**config.mk**
```make
export PLATFORM = sky130hd
export DESIGN_NAME = if_fetch_ctrl
export DESIGN_NICKNAME = d
export VERILOG_FILES = /design/src/rtl/if_pkg.sv /design/src/rtl/if_fetch_ctrl_hold_buf.sv /design/src/rtl/if_fetch_ctrl.sv
export SDC_FILE = /design/constraint.sdc
export NUM_CORES = 1
export LEC_CHECK = 0
export BUFFER_PORTS_ARGS = -buffer_cell sky130_fd_sc_hd__buf_2
export CAP_MARGIN = 40
export CORE_MARGIN = 4
export CORE_UTILIZATION = 49
export DETAILED_ROUTE_END_ITERATION = 6
export HOLD_SLACK_MARGIN = 0.03
export MAX_ROUTING_LAYER = met4
export PLACE_DENSITY = 0.75
export SYNTH_ARGS = -nofsm -noshare
export SYNTH_HDL_FRONTEND = slang
export SYNTH_HIERARCHICAL = 1
export SYNTH_SLANG_ARGS = --single-unit
export TNS_END_PERCENT = 1
```
**constraint.sdc**
```tcl
create_clock -name clock -period 2.1 [get_ports clock]
set_clock_uncertainty 0.1 [all_clocks]
set_input_delay 0.42 -clock clock [delete_from_list [all_inputs] [get_ports clock]]
set_output_delay 0.42 -clock clock [all_outputs]
set_load 0.03 [all_outputs]
```
**src/rtl/if_pkg.sv**
```systemverilog
// if_pkg: shared types and constants for the instruction-fetch controller
package if_pkg;
  typedef enum logic [1:0] {FETCH, DRAIN, HOLD} state_e;
  localparam logic [31:0] NOP_INST         = 32'h0000_0000;
  localparam logic [31:0] RESET_PC_DEFAULT = 32'h0000_0000;
  localparam logic [31:0] PC_STEP          = 32'd4;
endpackage

```
**src/rtl/if_fetch_ctrl_hold_buf.sv**
```systemverilog
// if_hold_buf: one-entry {inst, pc4} buffer for a fetch returned while ID is stalled
module if_hold_buf
  import if_pkg::*;
(
  input  logic        clk,
  input  logic        rst,
  input  logic        load,
  input  logic        drop,
  input  logic [31:0] inst_i,
  input  logic [31:0] pc4_i,
  output logic        valid,
  output logic [31:0] inst,
  output logic [31:0] pc4
);
  logic        valid_q, valid_d;
  logic [31:0] inst_q, inst_d, pc4_q, pc4_d;
  // drop wins over load so a flush always empties the entry
  always_comb begin
    valid_d = drop ? 1'b0 : (load | valid_q);
    inst_d  = load ? inst_i : inst_q;
    pc4_d   = load ? pc4_i : pc4_q;
  end
  // entry registers
  always_ff @(posedge clk) begin
    if (rst) begin
      valid_q <= 1'b0;
      inst_q  <= NOP_INST;
      pc4_q   <= '0;
    end else begin
      valid_q <= valid_d;
      inst_q  <= inst_d;
      pc4_q   <= pc4_d;
    end
  end
  assign valid = valid_q;
  assign inst  = inst_q;
  assign pc4   = pc4_q;
endmodule

```
**src/rtl/if_fetch_ctrl.sv**
```systemverilog
// if_fetch_ctrl: IF-stage sequencer owning the PC, imem handshake and IF/ID write/clear
module if_fetch_ctrl
  import if_pkg::*;
#(
  parameter logic [31:0] RESET_PC = RESET_PC_DEFAULT,
  parameter int          CNT_W    = 16
) (
  input  logic             clock,
  input  logic             reset,
  input  logic             stall,
  input  logic             flush,
  input  logic [31:0]      redirect_pc,
  output logic             imem_req,
  output logic [31:0]      imem_addr,
  input  logic             imem_ack,
  input  logic [31:0]      imem_rdata,
  output logic             ifid_we,
  output logic             ifid_clr,
  output logic [31:0]      ifid_inst,
  output logic [31:0]      ifid_pc4,
  output logic [CNT_W-1:0] bubble_cnt
);
  state_e             state_q, state_d;
  logic [31:0]        pc_q, pc_d, drain_pc_q, drain_pc_d, pc4;
  logic [CNT_W-1:0]   cnt_q, cnt_d;
  logic               hb_load, hb_drop, hb_valid, bump;
  logic [31:0]        hb_inst, hb_pc4;
  assign pc4        = pc_q + PC_STEP;
  assign imem_addr  = (state_q == DRAIN) ? drain_pc_q : pc_q;
  assign bubble_cnt = cnt_q;
  if_hold_buf u_hold (
    .clk    (clock),
    .rst    (reset),
    .load   (hb_load),
    .drop   (hb_drop),
    .inst_i (imem_rdata),
    .pc4_i  (pc4),
    .valid  (hb_valid),
    .inst   (hb_inst),
    .pc4    (hb_pc4)
  );
  // next state, PC and IF/ID control; flush outranks stall, ack and the buffer
  always_comb begin
    state_d    = state_q;
    pc_d       = pc_q;
    drain_pc_d = drain_pc_q;
    imem_req   = 1'b0;
    ifid_we    = 1'b0;
    ifid_clr   = 1'b0;
    ifid_inst  = imem_rdata;
    ifid_pc4   = pc4;
    hb_load    = 1'b0;
    hb_drop    = 1'b0;
    bump       = 1'b0;
    if (!reset) begin
      case (state_q)
        FETCH: begin
          imem_req = 1'b1;
          if (flush) begin
            ifid_clr   = 1'b1;
            bump       = 1'b1;
            hb_drop    = 1'b1;
            pc_d       = redirect_pc;
            drain_pc_d = pc_q;
            state_d    = imem_ack ? FETCH : DRAIN;
          end else if (imem_ack) begin
            pc_d    = pc4;
            ifid_we = !stall;
            hb_load = stall;
            state_d = stall ? HOLD : FETCH;
          end else if (!stall) begin
            ifid_clr = 1'b1;
            bump     = 1'b1;
          end
        end
        DRAIN: begin
          imem_req = 1'b1;
          if (flush) begin
            ifid_clr = 1'b1;
            bump     = 1'b1;
            pc_d     = redirect_pc;
          end
          if (imem_ack) state_d = FETCH;
        end
        HOLD: begin
          if (flush) begin
            ifid_clr = 1'b1;
            bump     = 1'b1;
            hb_drop  = 1'b1;
            pc_d     = redirect_pc;
            state_d  = FETCH;
          end else if (!stall) begin
            ifid_we   = hb_valid;
            ifid_inst = hb_inst;
            ifid_pc4  = hb_pc4;
            hb_drop   = 1'b1;
            state_d   = FETCH;
          end
        end
        default: state_d = FETCH;
      endcase
    end
    cnt_d = (bump && !(&cnt_q)) ? cnt_q + 1'b1 : cnt_q;
  end
  // state, PC, drain address and bubble counter registers
  always_ff @(posedge clock) begin
    if (reset) begin
      state_q    <= FETCH;
      pc_q       <= RESET_PC;
      drain_pc_q <= '0;
      cnt_q      <= '0;
    end else begin
      state_q    <= state_d;
      pc_q       <= pc_d;
      drain_pc_q <= drain_pc_d;
      cnt_q      <= cnt_d;
    end
  end
endmodule

```
# Yosys cells after proc, flatten, opt, wreduce, memory -nomap -nowiden
# Index checks and enable logic that the tools add are counted.
# word_totals
ff_bits	147
input_bits	69
output_inout_bits	115
word_cells	70
# op_classes
add_sub_neg	2
eq_ne	6
n_mux	42
bitwise	1
n_reduce_logical	12
# ops
operator	n
2-to-1 mux 32 bit	12
one-hot mux 32 bit (2 select lines)	1
adder 32 x 3 -> 32 bit (second input constant)	1
2-to-1 mux 1 bit	19
adder 16 x 1 -> 16 bit (second input constant)	1
AND reduction 16 bit	1
2-to-1 mux 2 bit	6
inequality test 3 bit (second input constant)	2
one-hot mux 1 bit (2 select lines)	3
one-hot mux 2 bit (3 select lines)	1
AND reduction 3 bit	2
OR reduction 2 bit	3
== test 2 x 1 -> 1 bit (second input constant)	1
== test 2 bit (second input constant)	1
zero test 1 bit	2
zero test 2 bit	1
inequality test 2 x 1 -> 1 bit (second input constant)	1
inequality test 2 bit (second input constant)	1
AND reduction 2 bit	1
nonzero test 2 bit	1
logical AND 1 bit	1
bitwise OR 1 bit	1

# Depth between registers and ports, before layout
# Gate-level depths: netlist of the first run.
# logic_depth
ltp_word	6
mapped_depth	10
mapped_depth_nobuf	8

# By module
# Netlist of the first run, hierarchy kept.
# modules_own_cells
mod	n_inst	cells_per_inst	area_each_um2	seq_area_each_um2
if_fetch_ctrl	1	698	5631.7	1641.6
if_hold_buf	1	209	2293.4	1301.2

# Worst setup path before layout of the first run
# Ideal clock, no wire load.
# synth_timing
path_type	register to output
startpoint	reg state_q[0]
endpoint	out ifid_pc4[11]
arrival_time_ns	1.951
required_time_ns	1.580
setup_slack_ns	-0.371
stages_incl_launch_ff	8
n_path_buf	2
path_cell_list	dfxtp_1 > inv_1 > ha_1 > nand2_1 > clkbuf_1 > clkbuf_1 > nor2_1 > a21oi_1
# synth_via
elab_chain_len	3
# synth_rtl
item	line_no	rtl
from (decl)	if_fetch_ctrl.sv:23	state_e state_q, state_d;
from (signal assigned)	if_fetch_ctrl.sv:113	state_q <= state_d;
== test 2 bit	if_fetch_ctrl.sv:56	case (state_q)
2-to-1 mux 32 bit	if_fetch_ctrl.sv:56	
2-to-1 mux 32 bit	if_fetch_ctrl.sv:55	if (!reset) begin
to (decl)	if_fetch_ctrl.sv:20	output logic [31:0] ifid_pc4,
# Every way passes these cells.

# Final worst setup path of the first run
# layout_timing
startpoint	reg pc_q[2]
endpoint	out ifid_pc4[22]
# layout_via
elab_chain_len	5
# layout_rtl
item	line_no	rtl
from (decl)	if_fetch_ctrl.sv:24	logic [31:0] pc_q, pc_d, drain_pc_q, drain_pc_d, pc4;
from (signal assigned)	if_fetch_ctrl.sv:114	pc_q <= pc_d;
adder 32 x 3 -> 32 bit *	if_fetch_ctrl.sv:28	assign pc4 = pc_q + PC_STEP;
via pc4[22]	if_fetch_ctrl.sv:24	
2-to-1 mux 32 bit	if_fetch_ctrl.sv:92	end else if (!stall) begin
2-to-1 mux 32 bit	if_fetch_ctrl.sv:86	if (flush) begin
2-to-1 mux 32 bit	if_fetch_ctrl.sv:56	
2-to-1 mux 32 bit *	if_fetch_ctrl.sv:55	
# Mark *: on every way through the listed nets, which the timed path passes. The rest lies on a longest branch.

==> results of run 1 <==
-- metrics by stage --
step                 util  std cells  hold slack [ns]
global placement    0.625       1362            0.338
detailed placement  0.625       1362            0.346
CTS                 0.690       1397            0.112
floorplan               -        907            0.333
finish              0.715       1410            0.123
global route        0.715       1410            0.133
-- area by class of cell --
class,instances,area (µm²)
Tap cell,216,270
Clock inverter,15,160
Fill cell,1100,4530
Timing Repair Buffer,331,2430
Inverter,13,48.8
Sequential cell,147,2960
Multi-Input combinational cell,667,5060
Clock buffer,17,425
Antenna cell,4,10.0
-- how the worst min path moves through the flow --
stage	end	slack, ns
after floorplan	drain_pc_q[0]	0.33
final	pc_q[0]	0.12
after global routing	u_hold/inst[0]	0.13
after CTS	pc_q[0]	0.11
after global placement	drain_pc_q[12]	0.34
after detailed placement	drain_pc_q[24]	0.35
-- logic make-up (layout without fill, tap and decap cells) --
family,after synthesis,in the layout
fa+ha+maj,6,6
other cells,0,4
flops,147,147
compound gates,143,143
simple gates,322,322
mux,165,165
buf+inv,93,376
xor+xnor,31,31
-- flip-flops by register name, summed over array words and instances, names as in the netlist --
| register | count |
|---|---|
| u_hold/valid | 1 |
| state_q | 2 |
| u_hold/inst | 32 |
| bubble_cnt | 16 |
| drain_pc_q | 32 |
| pc_q | 32 |
| u_hold/pc4 | 32 |
-- Yosys cell counts, drive strengths merged (15+ instances only) --
master and count:
xnor2 18, nand2 102, o21ai 23, buf 31, dfxtp 147, mux2 90
mux2i 75, a21oi 57, clkbuf 49, nor2 117, nand3 32, nand4 15
-- where the power goes --
| part | internal [mW] | switching [mW] | total, mW |
|---|---|---|---|
| sequential | 2.91 | 0.0875 | 3.00 |
| clock | 1.68 | 1.34 | 3.03 |
| combinational | 0.832 | 1.16 | 2.00 |
-- per-layer routing --
layer / track usage / vias to the layer above / routed length, µm
met4: 0.116 / 0 / 886
met1: 0.325 / 3776 / 10500
li1: - / 3743 / -
met3: 0.0828 / 77 / 2370
met5: - / - / 0
met2: 0.416 / 370 / 11800
-- worst max-delay path, cell delays in order, from the launching register on --
cell and delay [ns]:
dfxtp_4 0.36, ha_2 0.22, nand3_4 0.13, nor2_2 0.13, buf_6 0.17, nand4_1 0.20, xnor2_2 0.19, mux2_2 0.27
buf_2 0.18
-- repair_timing --
item | 4_1_cts | 5_1_grt
endpoints found under the setup margin | 102 | 184
resized for setup | 120 | 65
setup buffers | 3 | 9
pin swaps | 8 | 19
==> results.py, run 1 <==
metrics = {
    "logic_synthesis": {
        "synth_edf_count": 0,
        "synth_area_leaders": "dfxtp_1 37%, mux2_2 13%, mux2i_1 9.5%",
        "ys_seq_elements": 147,
        "synth_top_cell_by_area": "dfxtp_1",
        "syn_area_um2": 7930,
        "ys.flop_type": "dfxtp_1",
        "postSynthAreaPerCell_um2": 8.74,
        "ys_seq_area_frac": 0.371,
        "synth_simple_gate_area_share": 0.192,
        "syn_inst": 907,
        "synth_compound_area_frac": 0.114,
        "ys_warn_count": 6,
        "synthArstFlopShare": 0,
        "synthesis.nets": 982,
        "synthMuxAreaShare": 0.223,
        "netlist.area_leader.share": 0.371,
        "synth_top_family_by_area": "multiplexers",
        "synth-adder-area-share": 0.00947,
        "synth_xor_area_frac": 0.0352,
        "synth_cell_type_count": 63,
    },
    "sta": {
        "fin_crit_ns": 2.82,
        "rsz0062_at_grt": "true",
        "tightest_slew_ns": 0.654,
        "hold_violations": 0,
        "fmax_mhz": 354,
        "max_slew_margin": 0.564,
        "fin_crit_sh": 1.34,
        "worst_slack_ns": -0.723,
        "finalSetupViolations": 100,
        "totalNegativeSetupSlack_ns": -41.36,
        "drv_slew": 0,
    },
    "finish": {
        "drive_gt1_frac": 0.452,
        "layout_common_cells": "148 x buf_4, 135 x dfxtp_1, 133 x buf_2, 114 x nor2_1, 100 x nand2_1",
        "fin_nets": 1252,
        "postLayoutCellArea_um2": 11400,
        "layout_commonest_cell": "buf_4",
        "area_delta_synth_final_pct": 43.3,
    },
    "route": {
        "drc": 0,
        "vias": 7966,
        "ant_nets": 0,
        "drtPass1Iterations": 7,
        "drt_wl_total_um": 25500,
        "first_iter_violations": 611,
        "wl_per_cell_um": 18.1,
        "vias_per_cell": 5.65,
    },
    "worst_setup_path": {
        "worstPathMaxFanout": 8,
        "cp-end-kind": "primary output",
        "crit_type": "flip-flop to primary output",
        "worstReg2RegEnd": "u_hold/pc4[25]",
        "cp-start-kind": "flip-flop",
        "endpoint": "ifid_pc4[22]",
        "reg2reg_from": "pc_q[5]",
        "ff2ff_path_depth": 11,
        "arrival_ns": 2.30,
        "worst-endpoint-required_ns": 1.58,
        "startpoint": "pc_q[2]",
        "r2r_setup_slack_ns": -0.02,
    },
    "floorplan": {
        "die_x_um": 135,
        "coreArea_um2": 15900,
        "num_rows": 46,
        "die_h_um": 135,
        "initial_core_util": 0.499,
        "pin_count": 184,
        "dieArea_um2": 18300,
    },
    "power_and_ir_drop": {
        "power_leakage_nw": 4.86,
        "power_mw": 8.02,
        "peakVddDrop_v": 0.000613,
        "power_density_nw_per_um2": 706,
    },
    "clocking": {
        "clk_latency_ns": 0.43,
        "cts-root-buf": "clkbuf_16",
        "cts_max_level": 4,
        "cts_buffers": 17,
        "path_clk_slew_ns": 0.06,
        "hold_buffers": 0,
        "clock_sinks": 147,
        "cts_tree": "built",
        "cts.path.max_buffers": 2,
    },
    "global_route": {
        "grt_pass1_vias": 7586,
        "antenna_found_initial": 4,
        "grt_pass1_wl_um": 38300,
        "gr-total-overflow": 0,
        "grtUsageTotal": 0.269,
        "grt_max_degree": 69,
    },
    "run_status": {
        "status": "complete, but fails checks",
        "violations": "setup timing",
    },
    "place": {
        "dp_slack_ns": -0.395,
        "place.detailed.hpwl_um": 17000,
        "gp_congestion": 0.919,
        "io_buffers": 183,
        "placed_area_um2": 9920,
    },
    "hold_path": {
        "hold_path.class": "primary input to flip-flop",
        "whs_path_depth": 3,
        "holdCritStartpoint": "redirect_pc[0]",
    },
    "flow_run": {
        "maxCapViolCount": 0,
    },
}
Note: power is estimated with default switching activity, not from simulation.
==> run 2: changes to the inputs <==
--- a/config.mk
+++ b/config.mk
@@ -8,11 +8,12 @@
 export BUFFER_PORTS_ARGS = -buffer_cell sky130_fd_sc_hd__buf_2
 export CAP_MARGIN = 40
 export CORE_MARGIN = 4
-export CORE_UTILIZATION = 49
+export CORE_UTILIZATION = 45
 export DETAILED_ROUTE_END_ITERATION = 6
 export HOLD_SLACK_MARGIN = 0.03
 export MAX_ROUTING_LAYER = met4
-export PLACE_DENSITY = 0.75
+export PLACE_DENSITY = 0.69
+export SETUP_SLACK_MARGIN = 0.3
 export SYNTH_ARGS = -nofsm -noshare
 export SYNTH_HDL_FRONTEND = slang
 export SYNTH_HIERARCHICAL = 1
==> results.py, run 2 (same netlist as run 1, synthesis figures left out) <==
metrics = {
    "run_status": {
        "status": "complete, but fails checks",
        "violations": "setup timing",
    },
    "worst_setup_path": {
        "reg2reg_from": "pc_q[3]",
        "endpoint": "ifid_pc4[21]",
        "crit_path_top_delay_cell": "dfxtp_4",
        "worst-endpoint-required_ns": 1.58,
        "cp-start-kind": "flip-flop",
        "arrival_ns": 2.19,
        "startpoint": "pc_q[15]",
        "worstPathMaxFanout": 6,
        "crit_type": "flip-flop to primary output",
        "worstReg2RegEnd": "pc_q[13]",
        "cp-end-kind": "primary output",
        "crit_chain": "nand4_1 -> nor3_2 -> buf_6 -> nand3_1 -> xnor2_2 -> mux2_2 -> buf_2",
        "ff2ff_path_depth": 8,
        "slowest_delay_ns": 0.37,
        "r2r_setup_slack_ns": 0.05,
    },
    "place": {
        "dp_slack_ns": -0.273,
        "io_buffers": 183,
        "place.detailed.hpwl_um": 17300,
        "gp_congestion": 0.910,
        "dp.cells": 1381,
    },
    "clocking": {
        "clock_sinks": 147,
        "cts-root-buf": "clkbuf_16",
        "cts_buffers": 17,
        "cts_tree": "built",
        "cts_max_level": 4,
        "clk_latency_ns": 0.43,
        "cts.path.max_buffers": 2,
        "path_clk_slew_ns": 0.06,
        "hold_buffers": 0,
    },
    "route": {
        "wl_per_cell_um": 17.5,
        "drtPass1Iterations": 7,
        "vias_per_cell": 5.47,
        "ant_nets": 0,
        "first_iter_violations": 516,
        "vias": 7816,
        "drc": 0,
        "drt_wl_total_um": 25000,
    },
    "hold_path": {
        "hold_path.class": "primary input to flip-flop",
    },
    "finish": {
        "layout_common_cells": "163 x buf_4, 132 x dfxtp_1, 114 x nor2_1, 113 x buf_2, 100 x nand2_1",
        "drive_gt1_frac": 0.468,
        "area_delta_synth_final_pct": 46.1,
        "fin_util": 0.669,
        "fillers": 1314,
        "fin_cells": 1429,
        "layout_commonest_cell": "buf_4",
        "fin_nets": 1261,
    },
    "global_route": {
        "gr-total-overflow": 0,
        "grt_pass1_wl_um": 38700,
        "grtUsageMet2": 0.375,
        "antenna_found_initial": 5,
        "gr-usage-met1": 0.320,
        "grtUsageTotal": 0.249,
        "grt_pass1_vias": 7476,
        "use_met3": 0.0828,
        "grt_max_degree": 77,
        "top_usage_layer": "met2",
    },
    "floorplan": {
        "pin_count": 184,
        "die_x_um": 141,
        "initial_core_util": 0.458,
        "dieArea_um2": 19800,
        "die_h_um": 141,
        "coreArea_um2": 17300,
        "num_rows": 48,
    },
    "power_and_ir_drop": {
        "combPwrFrac": 0.253,
        "power.share.clock": 0.377,
        "power_switching_mw": 2.48,
        "power_density_nw_per_um2": 698,
        "power_leakage_nw": 4.94,
        "peakVddDrop_v": 0.000650,
        "seqPwrFrac": 0.370,
        "power_mw": 8.09,
        "p_int_mw": 5.61,
        "p_sw_frac": 0.307,
    },
    "flow_run": {
        "maxCapViolCount": 0,
    },
    "sta": {
        "max_slew_margin": 0.461,
        "fin_crit_ns": 2.71,
        "worst_slack_ns": -0.615,
        "drv_slew": 0,
        "fin_crit_sh": 1.29,
        "finalSetupViolations": 96,
        "tightest_slew_ns": 0.809,
        "hold_violations": 0,
        "rsz0062_at_grt": "true",
        "fmax_mhz": 368,
        "totalNegativeSetupSlack_ns": -33.29,
    },
}
==> run 2: cell types whose count changed in the layout (fill, tap and decap cells not counted), moves of 14 or more <==
cell	previous run	this run
buf_2	133	113
buf_4	148	163
buf_6	40	54
mux2_2	73	59
mux2_4	17	31
==> run 2: how the worst min path moves through the flow <==
stage / cells past startpoint / start / slack, ns / end
after floorplan: 2 / drain_pc_q[0] / 0.33 / drain_pc_q[0]
after global placement: 2 / drain_pc_q[18] / 0.34 / drain_pc_q[18]
after detailed placement: 2 / drain_pc_q[14] / 0.34 / drain_pc_q[14]
after CTS: 3 / redirect_pc[1] / 0.12 / pc_q[1]
after global routing: 3 / redirect_pc[0] / 0.14 / pc_q[0]
final: 3 / redirect_pc[1] / 0.13 / pc_q[1]
==> run 2: power by group through the flow <==
stage                     Combinational [mW]  Clock, mW  Sequential (mW)
final                                   2.04       3.05             3.00
after global routing                    2.17       3.22             3.01
after CTS                               1.95       3.10             2.99
after detailed placement                1.76          0             3.04
after global placement                  1.75          0             3.04
after floorplan                         1.11          0             3.03
==> run 2: metal layers <==
metal  vias to the layer above  share of wire
met5                         -              0
met4                         0          0.022
met1                      3717           0.43
li1                       3754              -
met3                        45          0.087
met2                       300           0.46
==> run 2: area by class of cell <==
| class | count | area (µm²) | share of cell area |
|---|---|---|---|
| diodes | 5 | 12.5 | 0.00108 |
| clock buffers | 19 | 453 | 0.0391 |
| clock inverters | 13 | 133 | 0.0115 |
| inverters | 13 | 48.8 | 0.00421 |
| multi-input cells | 667 | 5080 | 0.439 |
| flip-flops and latches | 147 | 2970 | 0.256 |
| well taps | 225 | 282 | 0.0243 |
| repair buffers | 340 | 2600 | 0.225 |
==> run 2: worst max-delay path, delay by kind of cell, from the launching register on <==
family | cells | cell delay (ns)
xor+xnor | 1 | 0.19
buf+inv | 2 | 0.34
flops | 1 | 0.37
mux | 1 | 0.27
simple gates | 3 | 0.60
==> run 2: metrics by stage <==
| step | hold slack (ns) | area, µm² |
|---|---|---|
| floorplan | 0.333 | 7980 |
| global placement | 0.338 | 10000 |
| detailed placement | 0.345 | 10000 |
| CTS | 0.117 | 11200 |
| global route | 0.142 | 11600 |
| finish | 0.128 | 11600 |
==> run 2: timing repair <==
action                                  CTS  global route
resized for setup                       173            75
cloned                                    1             0
endpoints found under the setup margin  207           209
pin swaps                                10            19
setup buffers                             6             4
==> run 3: changes to the inputs <==
--- a/config.mk
+++ b/config.mk
@@ -5,6 +5,7 @@
 export SDC_FILE = /design/constraint.sdc
 export NUM_CORES = 1
 export LEC_CHECK = 0
+export ABC_AREA = 1
 export BUFFER_PORTS_ARGS = -buffer_cell sky130_fd_sc_hd__buf_2
 export CAP_MARGIN = 40
 export CORE_MARGIN = 4
@@ -12,7 +13,7 @@
 export DETAILED_ROUTE_END_ITERATION = 6
 export HOLD_SLACK_MARGIN = 0.03
 export MAX_ROUTING_LAYER = met4
-export PLACE_DENSITY = 0.69
+export PLACE_DENSITY = 0.72
 export SETUP_SLACK_MARGIN = 0.3
 export SYNTH_ARGS = -nofsm -noshare
 export SYNTH_HDL_FRONTEND = slang
==> results.py, run 3 <==
metrics = {
    "run_status": {
        "status": "complete, but fails checks",
        "violations": "setup timing",
    },
    "worst_setup_path": {
        "cp.depth": 11,
        "crit_chain": "ha_4 -> nand2_4 -> nor2_4 -> nand2_4 -> nor2_8 -> nand2_1 -> nand2_1 -> and2_4 -> nand2_1 -> nand2_2 -> buf_6",
        "worst-endpoint-required_ns": 1.58,
        "cpMostUsedCell": "nand2_1",
        "crit_path_top_delay_cell": "dfxtp_4",
        "ff2ff_path_depth": 10,
        "worstPathMaxFanout": 5,
        "crit_type": "flip-flop to primary output",
        "cp-end-kind": "primary output",
        "cp-start-kind": "flip-flop",
        "slowest_delay_ns": 0.38,
        "r2r_setup_slack_ns": 0.13,
        "arrival_ns": 2.01,
        "cp_num_buf_inv": 1,
        "critPathTopFamily": "simple AND/OR/NAND/NOR gates",
    },
    "route": {
        "ant_nets": 0,
        "wl_met1_um": 10500,
        "first_iter_violations": 563,
        "drtPass1Iterations": 5,
        "route.met2.wl_um": 12700,
        "vias": 9067,
        "highest_layer": "met4",
        "route.met3.wl_um": 1610,
        "wl_per_cell_um": 14.2,
        "vias_per_cell": 5.00,
        "drc": 0,
        "drt_wl_total_um": 25700,
    },
    "logic_synthesis": {
        "netlist.area_leader.share": 0.353,
        "ys_seq_area_frac": 0.353,
        "syn_inst": 1356,
        "synth_area_leaders": "dfxtp_1 35%, nand2_1 21%, nor2_1 9.4%",
        "synthesis.nets": 1431,
        "ys.flop_type": "dfxtp_1",
        "synth_common_cells": "473 x nand2_1, 208 x nor2_1, 147 x dfxtp_1",
        "synthArstFlopShare": 0,
        "synth_top_cell_by_area": "dfxtp_1",
        "ys_seq_elements": 147,
        "synth_cell_type_count": 37,
        "ys_warn_count": 6,
        "yosysMostFrequentCell": "nand2_1",
        "synth_edf_count": 0,
        "syn_area_um2": 8330,
        "postSynthAreaPerCell_um2": 6.14,
    },
    "power_and_ir_drop": {
        "power_density_nw_per_um2": 835,
        "power_leakage_nw": 5.31,
        "peakVddDrop_v": 0.000629,
    },
    "clocking": {
        "cts.path.max_buffers": 2,
        "path_clk_slew_ns": 0.06,
        "clk_latency_ns": 0.43,
        "cts_tree": "built",
        "cts_buffers": 17,
        "cts-root-buf": "clkbuf_16",
        "cts_max_level": 4,
        "clock_sinks": 147,
    },
    "sta": {
        "max_slew_margin": 0.700,
        "drv_slew": 0,
        "fin_crit_ns": 2.53,
        "hold_violations": 0,
        "fin_crit_sh": 1.21,
        "finalSetupViolations": 98,
        "worst_slack_ns": -0.434,
        "tightest_slew_ns": 0.449,
        "fmax_mhz": 395,
        "rsz0062_at_grt": "true",
    },
    "global_route": {
        "gr-total-overflow": 0,
        "antenna_found_initial": 2,
        "grt_max_degree": 72,
        "grtUsageTotal": 0.248,
        "grt_pass1_vias": 8180,
        "grt_pass1_wl_um": 39800,
    },
    "floorplan": {
        "pin_count": 184,
        "num_rows": 49,
        "die_h_um": 144,
        "die_x_um": 144,
        "coreArea_um2": 18100,
        "dieArea_um2": 20700,
        "initial_core_util": 0.460,
    },
    "finish": {
        "fin_util": 0.639,
        "drive_gt1_frac": 0.325,
        "layout_common_cells": "423 x nand2_1, 196 x nor2_1, 132 x buf_4, 123 x dfxtp_1, 110 x inv_1",
        "area_delta_synth_final_pct": 38.8,
        "fin_nets": 1646,
        "layout_commonest_cell": "nand2_1",
        "fin_cells": 1815,
    },
    "place": {
        "io_buffers": 183,
        "dp_slack_ns": -0.0356,
        "place.detailed.hpwl_um": 18300,
        "gp_congestion": 0.942,
        "dp.cells": 1775,
    },
    "hold_path": {
        "hold_path.class": "primary input to flip-flop",
        "whs_path_depth": 3,
    },
    "flow_run": {
        "maxCapViolCount": 0,
    },
}
-- run 3: worst paths after layout --
path                                  endpoint            from
worst max register to register   u_hold/pc4[5]      state_q[0]
worst min register to register  u_hold/inst[3]  u_hold/inst[3]
worst min-delay path                   pc_q[2]  redirect_pc[2]
worst max-delay path              ifid_pc4[30]         pc_q[3]
-- run 3: cell families (layout without fill, tap and decap cells) --
family / count (synthesis) / count (layout) / share of synthesized area
and+or+nand+nor: 778 / 778 / 0.384
buffers and inverters: 193 / 420 / 0.0966
AOI/OAI and AO/OA: 213 / 213 / 0.132
other: 0 / 3 / 0
adders and majority gates: 6 / 6 / 0.00902
xor gates and xnor gates: 19 / 19 / 0.0249
DFF: 147 / 147 / 0.353
-- run 3: area by class of cell --
type | count | area [µm²]
clock inverters | 10 | 131
diodes | 3 | 7.51
flip-flops and latches | 147 | 2980
multi-input cells | 1016 | 5180
well taps | 229 | 287
clock buffers | 21 | 470
inverters | 123 | 468
repair buffers | 266 | 2040
fillers | 1628 | 6530
-- run 3: power breakdown --
part           switching, mW  total (mW)  internal [mW]  leakage (nW)
sequential             0.222        3.28           3.06          1.21
clock                   1.19        3.14           1.95         0.295
combinational           1.99        3.23           1.24          3.81
-- run 3: tightest hold or removal path: cells and delay by family --
family,cells,cell delay (ns)
and+or+nand+nor,1,0.06
buffers and inverters,1,0.11
AOI/OAI and AO/OA,1,0.07
-- run 3: metrics by stage --
stage	area, µm²	hold slack, ns	setup TNS (ns)	total power, mW
6_report	11600	0.176	-18.96	9.65
3_3_place_gp	10200	0.341	-0.198	6.12
4_1_cts	11400	0.166	-19.46	9.62
3_5_place_dp	10200	0.347	-0.172	6.15
2_1_floorplan	8690	0.328	0	5.15
5_1_grt	11600	0.173	-27.48	10.1
-- run 3: what timing repair did --
| action | 4_1_cts | 5_1_grt |
|---|---|---|
| pin swaps | 13 | 11 |
| gates resized for setup | 187 | 36 |
| setup buffers | 3 | 3 |
| hold buffers | 0 | 0 |
| endpoints found under the setup margin | 210 | 212 |
-- run 3: routing by layer --
layer | vias up | GRT usage
met5 | - | -
met3 | 53 | 0.0493
met2 | 301 | 0.408
met4 | 0 | 0.0976
li1 | 4633 | -
met1 | 4080 | 0.298
